## src/rtl/ahb_bram_arbiter.sv

```systemverilog
// Two-master AHB-Lite arbiter in front of a single block-RAM slave.
// m0 is the CPU instruction port and m1 is the data port. A master that
// loses arbitration, or that issues while the slave has no address slot,
// has its address phase held locally. It is then stalled through its own
// HREADY until the slave takes the held transfer.
module ahb_bram_arbiter #(
    parameter int AWIDTH   = 19,
    parameter int ARB_MODE = 0      // 0: round-robin, 1: m1 always wins
) (
    input  logic              sys_clk,
    input  logic              sys_resetn,
    // master 0 (instruction port)
    input  logic [1:0]        m0_htrans,
    input  logic [31:0]       m0_haddr,
    input  logic              m0_hwrite,
    input  logic [1:0]        m0_hsize,
    input  logic [31:0]       m0_hwdata,
    output logic              m0_hready,
    output logic [31:0]       m0_hrdata,
    output logic              m0_hresp,
    // master 1 (data port)
    input  logic [1:0]        m1_htrans,
    input  logic [31:0]       m1_haddr,
    input  logic              m1_hwrite,
    input  logic [1:0]        m1_hsize,
    input  logic [31:0]       m1_hwdata,
    output logic              m1_hready,
    output logic [31:0]       m1_hrdata,
    output logic              m1_hresp,
    // shared slave
    output logic              s_hsel,
    output logic [1:0]        s_htrans,
    output logic [AWIDTH-1:0] s_haddr,
    output logic              s_hwrite,
    output logic [1:0]        s_hsize,
    output logic [31:0]       s_hwdata,
    output logic              s_hready,
    input  logic              s_hreadyout,
    input  logic [31:0]       s_hrdata,
    input  logic              s_hresp
);

    // Per-master views of the two buses, indexed by master number.
    logic [1:0][1:0]        m_htrans;
    logic [1:0][31:0]       m_haddr;
    logic [1:0]             m_hwrite;
    logic [1:0][1:0]        m_hsize;
    logic [1:0][31:0]       m_hwdata;
    logic [1:0]             m_hready;
    logic [1:0]             m_hresp;

    logic [1:0]             live;
    logic [1:0]             req;
    logic [1:0]             pend;
    logic [1:0][AWIDTH-1:0] hold_addr;
    logic [1:0]             hold_write;
    logic [1:0][1:0]        hold_size;

    logic                   rr_last_reg;
    logic                   dph_valid_reg;
    logic                   dph_owner_reg;
    logic                   gnt_valid;
    logic                   gnt_sel;

    assign m_htrans = {m1_htrans, m0_htrans};
    assign m_haddr  = {m1_haddr,  m0_haddr};
    assign m_hwrite = {m1_hwrite, m0_hwrite};
    assign m_hsize  = {m1_hsize,  m0_hsize};
    assign m_hwdata = {m1_hwdata, m0_hwdata};

    assign m0_hready = m_hready[0];
    assign m1_hready = m_hready[1];
    assign m0_hresp  = m_hresp[0];
    assign m1_hresp  = m_hresp[1];
    // Read data is broadcast; only the data-phase owner samples it.
    assign m0_hrdata = s_hrdata;
    assign m1_hrdata = s_hrdata;

    // High address bits and the SEQ/NONSEQ distinction are not used: every
    // forwarded transfer becomes NONSEQ because bursts can be split anywhere.
    logic unused_bits;
    assign unused_bits = ^{m0_haddr[31:AWIDTH], m1_haddr[31:AWIDTH],
                           m0_htrans[0], m1_htrans[0]};

    genvar gi;
    generate
        for (gi = 0; gi < 2; gi++) begin : g_master
            logic              pend_reg;
            logic [AWIDTH-1:0] hold_addr_reg;
            logic              hold_write_reg;
            logic [1:0]        hold_size_reg;
            logic              owns_dph;

            assign owns_dph      = dph_valid_reg & (dph_owner_reg == 1'(gi));
            // A new address phase is only accepted while this master sees HREADY.
            assign live[gi]      = m_htrans[gi][1] & m_hready[gi];
            assign req[gi]       = pend_reg | live[gi];
            assign m_hready[gi]  = ~pend_reg & ~(owns_dph & ~s_hreadyout);
            assign m_hresp[gi]   = s_hresp & owns_dph;
            assign pend[gi]      = pend_reg;
            assign hold_addr[gi] = hold_addr_reg;
            assign hold_write[gi] = hold_write_reg;
            assign hold_size[gi] = hold_size_reg;

            // Capture a live request that is not forwarded this cycle; release on grant.
            always_ff @(posedge sys_clk or negedge sys_resetn) begin
                if (!sys_resetn) begin
                    pend_reg       <= 1'b0;
                    hold_addr_reg  <= '0;
                    hold_write_reg <= 1'b0;
                    hold_size_reg  <= 2'b00;
                end else if (gnt_valid && gnt_sel == 1'(gi)) begin
                    pend_reg <= 1'b0;
                end else if (live[gi]) begin
                    pend_reg       <= 1'b1;
                    hold_addr_reg  <= m_haddr[gi][AWIDTH-1:0];
                    hold_write_reg <= m_hwrite[gi];
                    hold_size_reg  <= m_hsize[gi];
                end
            end
        end
    endgenerate

    // Pick a winner whenever the slave offers an address slot.
    always_comb begin
        gnt_valid = s_hreadyout & (|req);
        gnt_sel   = 1'b0;
        if (req[0] & req[1]) begin
            gnt_sel = (ARB_MODE == 1) ? 1'b1 : ~rr_last_reg;
        end else begin
            gnt_sel = req[1];
        end
    end

    // Forward the granted address phase, from the hold register if captured.
    always_comb begin
        s_hsel   = gnt_valid;
        s_htrans = gnt_valid ? 2'b10 : 2'b00;
        if (pend[gnt_sel]) begin
            s_haddr  = hold_addr[gnt_sel];
            s_hwrite = hold_write[gnt_sel];
            s_hsize  = hold_size[gnt_sel];
        end else begin
            s_haddr  = m_haddr[gnt_sel][AWIDTH-1:0];
            s_hwrite = m_hwrite[gnt_sel];
            s_hsize  = m_hsize[gnt_sel];
        end
    end

    assign s_hready = s_hreadyout;
    assign s_hwdata = m_hwdata[dph_owner_reg];

    // Track who owns the slave data phase and who was granted last.
    always_ff @(posedge sys_clk or negedge sys_resetn) begin
        if (!sys_resetn) begin
            dph_valid_reg <= 1'b0;
            dph_owner_reg <= 1'b0;
            rr_last_reg   <= 1'b1;
        end else if (s_hreadyout) begin
            dph_valid_reg <= gnt_valid;
            if (gnt_valid) begin
                dph_owner_reg <= gnt_sel;
                rr_last_reg   <= gnt_sel;
            end
        end
    end

endmodule

```

## config.mk

```make
export PLATFORM = sky130hd
export DESIGN_NAME = ahb_bram_arbiter
export DESIGN_NICKNAME = d
export VERILOG_FILES = /design/src/rtl/ahb_bram_arbiter.sv
export SDC_FILE = /design/constraint.sdc
export NUM_CORES = 1
export LEC_CHECK = 0
export CELL_PAD_IN_SITES_DETAIL_PLACEMENT = 1
export CELL_PAD_IN_SITES_GLOBAL_PLACEMENT = 1
export CORE_ASPECT_RATIO = 0.75
export CORE_MARGIN = 10
export CORE_UTILIZATION = 21
export DETAILED_ROUTE_END_ITERATION = 10
export PLACE_DENSITY = 0.86
export SETUP_SLACK_MARGIN = 0.3
export SLEW_MARGIN = 20
export SYNTH_ARGS = -nofsm -noshare
export SYNTH_HDL_FRONTEND = slang
export SYNTH_SLANG_ARGS = --single-unit
export TNS_END_PERCENT = 1
```

## constraint.sdc

```tcl
create_clock -name sys_clk -period 1.8 [get_ports sys_clk]
set_clock_uncertainty 0.1 [all_clocks]
set_input_delay 0.18 -clock sys_clk [delete_from_list [all_inputs] [get_ports sys_clk]]
set_output_delay 0.18 -clock sys_clk [all_outputs]
set_load 0.005 [all_outputs]
```

-- After elaboration in Yosys (flattened, before gate mapping)
Index checks and enable logic that the tools add are counted.
- add/subtract/negate cells: 0
- multipliers: 0
- equality and inequality tests: 0
- bitwise logic cells: 24
- divide/modulo/power cells: 0
- magnitude comparators: 2
- reduce and logical (&&, ||, !) cells: 8
- shift-type cells: 0
- muxes and demuxes: 25
- operators with widths (operator ; number):
    2-to-1 mux 19 bit ; 5
    2-to-1 mux 32 bit ; 2
    AND 1 bit ; 12
    2-to-1 mux 1 bit ; 12
    2-to-1 mux 2 bit ; 6
    NOT 1 bit ; 10
    AND reduction 2 bit ; 3
    < comparator 1 x 2 -> 1 bit (second input constant) ; 2
    nonzero test 2 bit ; 2
    logical AND 1 bit ; 2
    bitwise OR 1 bit ; 2
    OR reduction 2 bit ; 1
- memory bits (read-only): 0
- memory bits (writable): 0
- bits in registers: 49
- word-level logic and storage cells: 70
- memories: 0
- bits in latches: 0
- bits of input ports: 174

-- Longest topological paths before layout
Gate-level depths: netlist of run 1.
- word-level depth: 13
- depth in mapped cells: 8
- gate-level depth less buffers: 5

-- Worst setup path after synthesis of run 1
Ideal clock, no wire load.
- path kind: register to output
- from: register dph_owner_reg
- to: output s_haddr[0]
- arrival: 1.582 ns
- stages on the path, launching flop included: 7
- path slack: -0.062 ns
- path through: dfrtp_1 > buf_4 > nor3b_4 > nor3_2 > a211oi_4 > buf_6 > mux2i_1
- word-level cells in the longest chain between the ends: 12
- RTL lines (element ; RTL line ; RTL):
    from (decl) ; 61 ; logic dph_owner_reg;
    from (signal assigned) ; 162 ; dph_owner_reg <= gnt_sel;
    NOT 1 bit ; 94 ; assign owns_dph = dph_valid_reg & (dph_owner_reg == 1'(gi));
    AND 1 bit ; 94 ;
    AND 1 bit ; 98 ; assign m_hready[gi] = ~pend_reg & ~(owns_dph & ~s_hreadyout);
    NOT 1 bit ; 98 ;
    AND 1 bit ; 98 ;
    AND 1 bit ; 96 ; assign live[gi] = m_htrans[gi][1] & m_hready[gi];
    bitwise OR 1 bit ; 97 ; assign req[gi] = pend_reg | live[gi];
    AND 1 bit ; 128 ; if (req[0] & req[1]) begin
    2-to-1 mux 1 bit * ; 128 ;
    2-to-1 mux 19 bit (not written as such), or another cell as far along (2 in series) ; 144 ; s_haddr = m_haddr[gnt_sel][AWIDTH-1:0];
    2-to-1 mux 19 bit * ; 139 ; if (pend[gnt_sel]) begin
    to (decl) ; 33 ; output logic [AWIDTH-1:0] s_haddr,
Mark *: on every way between the ends. The rest lies on a longest branch, timed or not. The select of a mux whose other input is x is not followed.

-- Final worst setup path of run 1
- from: register dph_owner_reg
- to: output s_haddr[5]
Same word-level chain as after synthesis.

==> results of run 1 <==
## placed cells by master, fill, tap and decap left out, drive strengths merged, types with 3 or more instances in the layout
| master | Yosys | layout |
|---|---|---|
| nand2 | 3 | 3 |
| buf | 82 | 75 |
| mux2i | 66 | 66 |
| dlygate4sd2 | 0 | 27 |
| inv | 4 | 4 |
| dfrtp | 48 | 48 |
| a21oi | 4 | 4 |
| clkdlybuf4s50 | 0 | 119 |
| clkbuf | 1 | 5 |
| o21ai | 3 | 3 |
| nor2 | 5 | 5 |
| clkdlybuf4s15 | 0 | 3 |
| mux2 | 76 | 76 |
## cell type report
class	count	area, um^2
Inverter	4	15.01
Tap cell	215	269.0
Clock buffer	5	125.1
Clock inverter	3	17.52
Timing Repair Buffer	226	2213
Sequential cell	49	1227
Multi-Input combinational cell	171	1894
Fill cell	1834	11120
## per-layer routing
layer	up-vias	GRT usage, %
met2	68	22.21
met4	0	1.863
met5	-	0
li1	1309	-
met3	14	3.518
met1	1419	12.63
## timing repair
action / CTS / global route
buffers inserted: 20 / 1
gates resized for setup: 179 / 12
hold buffers: 1 / 0
pin swaps: 9 / 3
setup endpoints to repair: 109 / 108
endpoints found under the hold margin: 20 / 0
gates cloned: 3 / 0
## cells in the mapped netlist (2+ instances only)
cell,n
a21oi_1,2
a21oi_2,2
buf_1,2
buf_12,3
buf_4,72
buf_6,3
dfrtp_1,48
inv_1,4
mux2_1,40
mux2_2,36
mux2i_1,66
nand2_1,3
nor2_1,5
o21ai_1,2
## power by group
| part | total (mW) | internal (mW) | switching [mW] |
|---|---|---|---|
| Sequential | 2.01 | 1.66 | 0.343 |
| Clock | 0.938 | 0.511 | 0.427 |
| Combinational | 6.09 | 3.67 | 2.42 |
| Total | 9.04 | 5.84 | 3.19 |
## how the worst min path moves through the flow
stage                                     to         start
4_1_cts                         m0_hrdata[5]   s_hrdata[5]
3_5_place_dp   g_master[1].hold_addr_reg[16]    sys_resetn
6_report                       m0_hrdata[21]  s_hrdata[21]
2_1_floorplan                  dph_owner_reg    sys_resetn
3_3_place_gp   g_master[1].hold_addr_reg[16]    sys_resetn
5_1_grt                        m1_hrdata[24]  s_hrdata[24]
## worst max-delay path: cells and delay by family, from the launching register on
| family | cells | cell delay (ns) |
|---|---|---|
| buffers and inverters | 5 | 0.59 |
| multiplexers | 2 | 0.31 |
| AO/OA/AOI/OAI | 2 | 0.30 |
| flip-flops | 1 | 0.42 |
| AND/OR/NAND/NOR | 1 | 0.24 |
## cells by family after synthesis
logic type / count (synthesis) / share of synthesized area [%]
other: 1 / 0.1033
AOI/OAI and AO/OA: 13 / 3.035
and+or+nand+nor: 15 / 2.483
DFF: 49 / 33.83
buffers and inverters: 87 / 18.76
muxes: 142 / 41.79
## through the flow
stage                     hold slack [ns]  cells  utilization [%]  TNS [ns]  total power, mW
after floorplan                   -0.2156    307                -   -0.3272            4.896
after global placement             0.1018    640            31.10    -45.39            7.122
after detailed placement           0.1258    640            31.10    -51.98            7.389
after CTS                          0.2601    672            33.78    -26.00            9.081
after global routing               0.2600    673            34.14    -31.14            9.696
final                              0.2600    673            34.14    -23.80            9.038
==> metrics.md, run 1 <==
| Metric | Value |
|---|---|
| Synth unique cells | 33 |
| Minimum clock period | roughly 2.4 ns |
| Failing checks | setup timing |
| Clock latency on the worst-skew pair | 0.29 ns |
| CTS Sinks | 49 |
| RSZ-0062 raised after global routing | yes |
| GR Overflow Total | 0 |
| Largest net degree at the start of global routing | 35 |
| Post-DR vias/cell | 4.175 |
| Syn Inst Count | 307 |
| Worst Path Arrival | about 2.2 ns |
| Syn Area/Cell | between 10 and 15 um^2 |
| Tcrit/Tclk final | 136.0% |
| RR Startpoint | rr_last_reg |
| Path type of the worst setup path | flop to primary output |
| Cts bufs inserted | 5 |
| I/O pins | 300 |
| RR Endpoint | g_master[1].hold_addr_reg[8] |
| Diode count | 0 |
| Core area | roughly 17,000 um^2 |
| Synthesized net count | 481 |
| Post-synthesis async set-or-reset flop share | 100.0% |
| Outcome | finished with violations |
| Critical path cell sequence | nor3b_4 > o21bai_2 > a21oi_4 > buf_6 > buf_6 > buf_12 > buf_12 > mux2i_1 > mux2i_1 > buf_2 |
| CTS clock-pin slew for the worst setup and hold paths | 0.07 ns |
| Hold Crit Depth | 0 |
| Initial antenna violation count | 0 |
| Crit start category | flop |
| Area growth syn-to-layout | 58.79% |
| Post-DP HPWL | 10,910 um |
| First-pass GRT wire length | 20,720 um |
| Top FF cell, synth | dfrtp_1 |
| Worst reg-to-reg setup slack | -0.10 ns |
| Clock Tree Buf Depth | 2 |
| Worst-case reg-to-reg path depth | 6 |
| Sequential share of the synthesized area | between 30% and 40% |
| CP max-delay cell | dfrtp_1 |
| Mapped Area | between 3000 and 4000 um^2 |
| DRT Pass-1 Iters | 4 |
| Top routing layer in use | met4 |
| Nets@finish | approximately 630 |
| CP max FO | 7 |
| Total track usage | 11.71% |
| Post-route design area | between 5000 and 6000 um^2 |
| DR DRC count | 0 |
| Synth top area share | 33.10% |
| # port buffers | 174 |
| Total wire length | 13,910 um |
| Final GP Congestion | ~0.8 |
| Slowest stage delay, CP | 0.42 ns |
| Routed wl met2 | around 7900 um |
| Total number of vias | approximately 2,800 |
| Met3 WL | ~710 um |
| CTS tree | yes |
| Slew @ Worst Pin | 0.5881 ns |
| Slew Viols, Final | 0 |
| H-tree depth | 2 |
| CP Launch Point | dph_owner_reg |
| Drt wl/cell | 20.66 um |
| Max Freq | just over 400 MHz |
| Register bit total from synthesis | 49 |
| Peak VDD IR | between 0.0006 and 0.0007 V |
| Die ar. | ~23,000 um^2 |
| EDFF count, synth | 0 |
| Wl on met1 | 5247 um |
| Setup WS pre-CTS | -1.022 ns |
| Most area-consuming cells after synthesis | dfrtp_1 (33%), mux2i_1 (18%), buf_4 (15%), mux2_1 (12%), mux2_2 (11%) |
| DRT antenna net count | 0 |
| Die Y | between 100 and 150 um |
| Max Cap Viol | 0 |
| Slew HR | approximately three fifths |
| P_leak | around 2.6 nW |
| Vias in the first global route | roughly 3,400 |
| Placed cell area | 5249 um^2 |
| PwrDens | 1569 nW/um^2 |
| Final WS setup | -0.6475 ns |
| Worst EP required | 1.52 ns |
| Clock tree root buffer cell | clkbuf_16 |
| # setup viols final | 100 |
| Hold Crit Class | input port to primary output |
| Critical Path Sink | s_haddr[5] |
| Yosys warns | 0 |
| Initial Util | between 20% and 30% |
| Max FFs per register | 38 |
| FP Rows | 41 |
| Synth area leader | dfrtp_1 |
| CP Capture Type | primary output |
| Width of the die | ~170 um |
| Hold Violations, Final | 0 |
| Initial DRC Count | 77 |
| Proportion of layout cells with a drive suffix above 1 | ~34% |
Note: power is estimated with default switching activity, not from simulation.
==> inputs of run 2 (changes only) <==
--- a/config.mk
+++ b/config.mk
@@ -10,6 +10,7 @@
 export CORE_ASPECT_RATIO = 0.75
 export CORE_MARGIN = 10
 export CORE_UTILIZATION = 21
+export CTS_CLUSTER_DIAMETER = 120
 export DETAILED_ROUTE_END_ITERATION = 10
 export PLACE_DENSITY = 0.86
 export SETUP_SLACK_MARGIN = 0.3
==> results of run 2 <==
The final DEF is identical to that of run 1; final timing and power are the same.
==> inputs of run 3 (changes only) <==
--- a/config.mk
+++ b/config.mk
@@ -9,10 +9,11 @@
 export CELL_PAD_IN_SITES_GLOBAL_PLACEMENT = 1
 export CORE_ASPECT_RATIO = 0.75
 export CORE_MARGIN = 10
-export CORE_UTILIZATION = 21
+export CORE_UTILIZATION = 35
 export CTS_CLUSTER_DIAMETER = 120
 export DETAILED_ROUTE_END_ITERATION = 10
-export PLACE_DENSITY = 0.86
+export DONT_BUFFER_PORTS = 1
+export PLACE_DENSITY_LB_ADDON = 0.12
 export SETUP_SLACK_MARGIN = 0.3
 export SLEW_MARGIN = 20
 export SYNTH_ARGS = -nofsm -noshare
==> run 3 against run 2 <==
Net effect:
- the flow still finishes with violations (setup timing)
- fmax grew 10%
- utilization grew 6.6 points
- global-route usage grew 1.3 points
- cell count shrank 34%
- design area shrank 28%
- setup slack gained 0.23 ns
- total power shrank 23%
- register-to-register slack gained 0.07 ns
- sequential power is essentially flat
- critical path type unchanged
- critical endpoint is now s_haddr[9]
- largest cell class is now multi-input combinational cells
==> metrics.md, run 3 (synthesis results as in run 1) <==
| Metric | Value |
|---|---|
| Failing checks | setup timing |
| Crit start category | flop |
| Post-Route Setup TNS | -9.185 ns |
| CP max FO | 9 |
| Comb power frac | between 50% and 60% |
| Drt wl/cell | approximately 23 um |
| Outcome | finished with violations |
| Cell family with most CP delay | flip-flops |
| Nets@finish | between 400 and 500 |
| Hold Crit Class | input port to flop |
| H-tree depth | 2 |
| CTS tree | yes |
| # setup viols final | 74 |
| Initial DRC Count | 63 |
| Total wire length | about 10,000 um |
| PwrDens | approximately 1700 nW/um^2 |
| Final WS setup | -0.4160 ns |
| Width of the die | 137.6 um |
| Psw | between 2 and 3 mW |
| DRT Pass-1 Iters | 4 |
| Max FFs per register | 38 |
| # port buffers | 0 |
| Post-DR vias/cell | roughly 5.0 |
| RSZ-0062 raised after global routing | yes |
| CP Capture Type | primary output |
| Area growth syn-to-layout | 14.55% |
| Max Freq | between 400 and 500 MHz |
| Initial Util | about 36% |
| Critical Path Sink | s_haddr[9] |
| Fillcell total | ~1,100 |
| Cts bufs inserted | 5 |
| Minimum clock period | ~2.2 ns |
| Most common cell after layout, fill and taps aside | mux2i_1 |
| Proportion of layout cells with a drive suffix above 1 | approximately 29% |
| Most frequent cells in the layout | mux2i_1 (63), dfrtp_1 (48), dlygate4sd3_1 (47), mux2_1 (38), mux2_2 (36) |
| Reg power frac | 28.6% |
| Setup WS pre-CTS | -0.1365 ns |
| Max Cap Viol | 0 |
| Path type of the worst setup path | flop to primary output |
| Slowest stage delay, CP | about 0.4 ns |
| GR Overflow Total | 0 |
| DRT antenna net count | 0 |
| Worst path depth | 7 |
| Clock latency on the worst-skew pair | just under 0.3 ns |
| Switching share of total power | around 37% |
| RR Startpoint | dph_owner_reg |
| First-pass GRT wire length | 15,240 um |
| FP Rows | 32 |
| Total number of vias | about 2,200 |
| Peak VDD IR | 0.0006085 V |
| Clk network pwr share | between 10 and 15% |
| Core Util, Final | a little over 40% |
| Final GP Congestion | 0.6734 |
| Critical path cell sequence | nor3b_4 > o21bai_2 > a21oi_4 > buf_12 > buf_12 > mux2i_2 > mux2i_1 |
| DR DRC count | 0 |
| CTS Sinks | just under 50 |
| Total track usage | about an eighth |
| I/O pins | 300 |
| Sequential cell area | between 1000 and 1500 um^2 |
| Worst reg-to-reg setup slack | -0.03 ns |
| Pint | 4.369 mW |
| Most common cell on crit path | buf_12 |
| Clock tree root buffer cell | clkbuf_16 |
| Hold Violations, Final | 0 |
| Die ar. | 14,880 um^2 |
| Worst EP required | around 1.5 ns |
| Worst-case reg-to-reg path depth | 6 |
| Min-delay src | m1_htrans[1] |
| Post-DP HPWL | between 7000 and 8000 um |
| RR Endpoint | g_master[1].hold_addr_reg[18] |
| Tcrit/Tclk final | 123.1% |
| Largest net degree at the start of global routing | 50 |
| Clock Tree Buf Depth | 2 |
| CTS clock-pin slew for the worst setup and hold paths | ~0.07 ns |
| P_leak | between 1.5 and 2 nW |
| Slew Viols, Final | 0 |
| Vias in the first global route | about 2,500 |
| Initial antenna violation count | 0 |
| Layout Cells excl Fill | 443 |
| Die Y | about 110 um |
| Worst Path Buf+Inv | 2 |
| Core area | roughly 10,000 um^2 |
| CP max-delay cell | dfrtp_1 |
| Placed cell count | ~380 |
| Worst Path Arrival | 1.94 ns |
| Diode count | 0 |
| CP Launch Point | dph_valid_reg |
| Footprint of the multi-input gates | 1769 um^2 |
[run 3: cell count changes in the layout (fill, tap and decap cells not counted), moves of 3 or more]
cell             before  now
mux2_2               30   36
mux2i_1              60   63
buf_6                12    4
buf_2                24    0
dlygate4sd3_1         1   47
dlygate4sd2_1        27    0
buf_8                 4    0
buf_4                24   16
mux2_4               21    2
mux2_1               25   38
clkdlybuf4s50_1     119    0
[run 3: through the flow]
step / instance area [um^2] / hold WS [ns] / power [mW]
finish: 4156 / 0.03062 / 6.923
global route: 4156 / 0.05082 / 7.469
CTS: 4089 / 0.02240 / 6.872
detailed placement: 3388 / -0.2137 / 5.654
global placement: 3388 / -0.2139 / 5.587
floorplan: 3632 / -0.2156 / 4.896
[run 3: how the worst min path moves through the flow]
stage / endpoint / cells after the start
2_1_floorplan: dph_owner_reg / 0
3_3_place_gp: g_master[0].hold_addr_reg[10] / 0
3_5_place_dp: g_master[1].hold_addr_reg[10] / 0
4_1_cts: g_master[1].pend_reg / 2
5_1_grt: g_master[1].pend_reg / 2
6_report: g_master[1].pend_reg / 2
[run 3: area by class of cell]
class / count / area share, %
Multi-Input combinational cell: 171 / 42.56
Sequential cell: 49 / 29.53
Timing Repair Buffer: 76 / 19.93
Tap cell: 136 / 4.094
Clock buffer: 6 / 3.341
Inverter: 4 / 0.3612
Clock inverter: 1 / 0.1806
[run 3: routing by layer]
metal / vias up / track usage, % / part of all wire (%)
li1: 1000 / - / -
met1: 1094 / 15.25 / 39
met2: 57 / 20.55 / 49
met3: 46 / 4.727 / 8.3
met4: 0 / 6.832 / 3.6
met5: - / 0 / 0
[run 3: power groups by stage]
stage               clock network, mW  logic, mW  registers, mW
floorplan                           0       2.99           1.90
finish                          0.956       3.99           1.98
CTS                             0.993       3.91           1.97
detailed placement                  0       3.67           1.99
global route                     1.06       4.34           2.07
global placement                    0       3.61           1.98
[run 3: worst register-to-register path: cells and delay by family, from the launching register on]
kind,cells,cell delay (ns)
buffers and inverters,2,0.35
muxes,1,0.36
DFF,1,0.42
and+or+nand+nor,2,0.27
AOI/OAI and AO/OA,1,0.19
[run 3: timing repair]
action,4_1_cts,5_1_grt
setup endpoints to repair,105,106
pin swaps,6,5
gates resized for setup,7,7
hold buffers,48,0
setup buffers,3,2
gates cloned,0,1
endpoints found under the hold margin,98,0
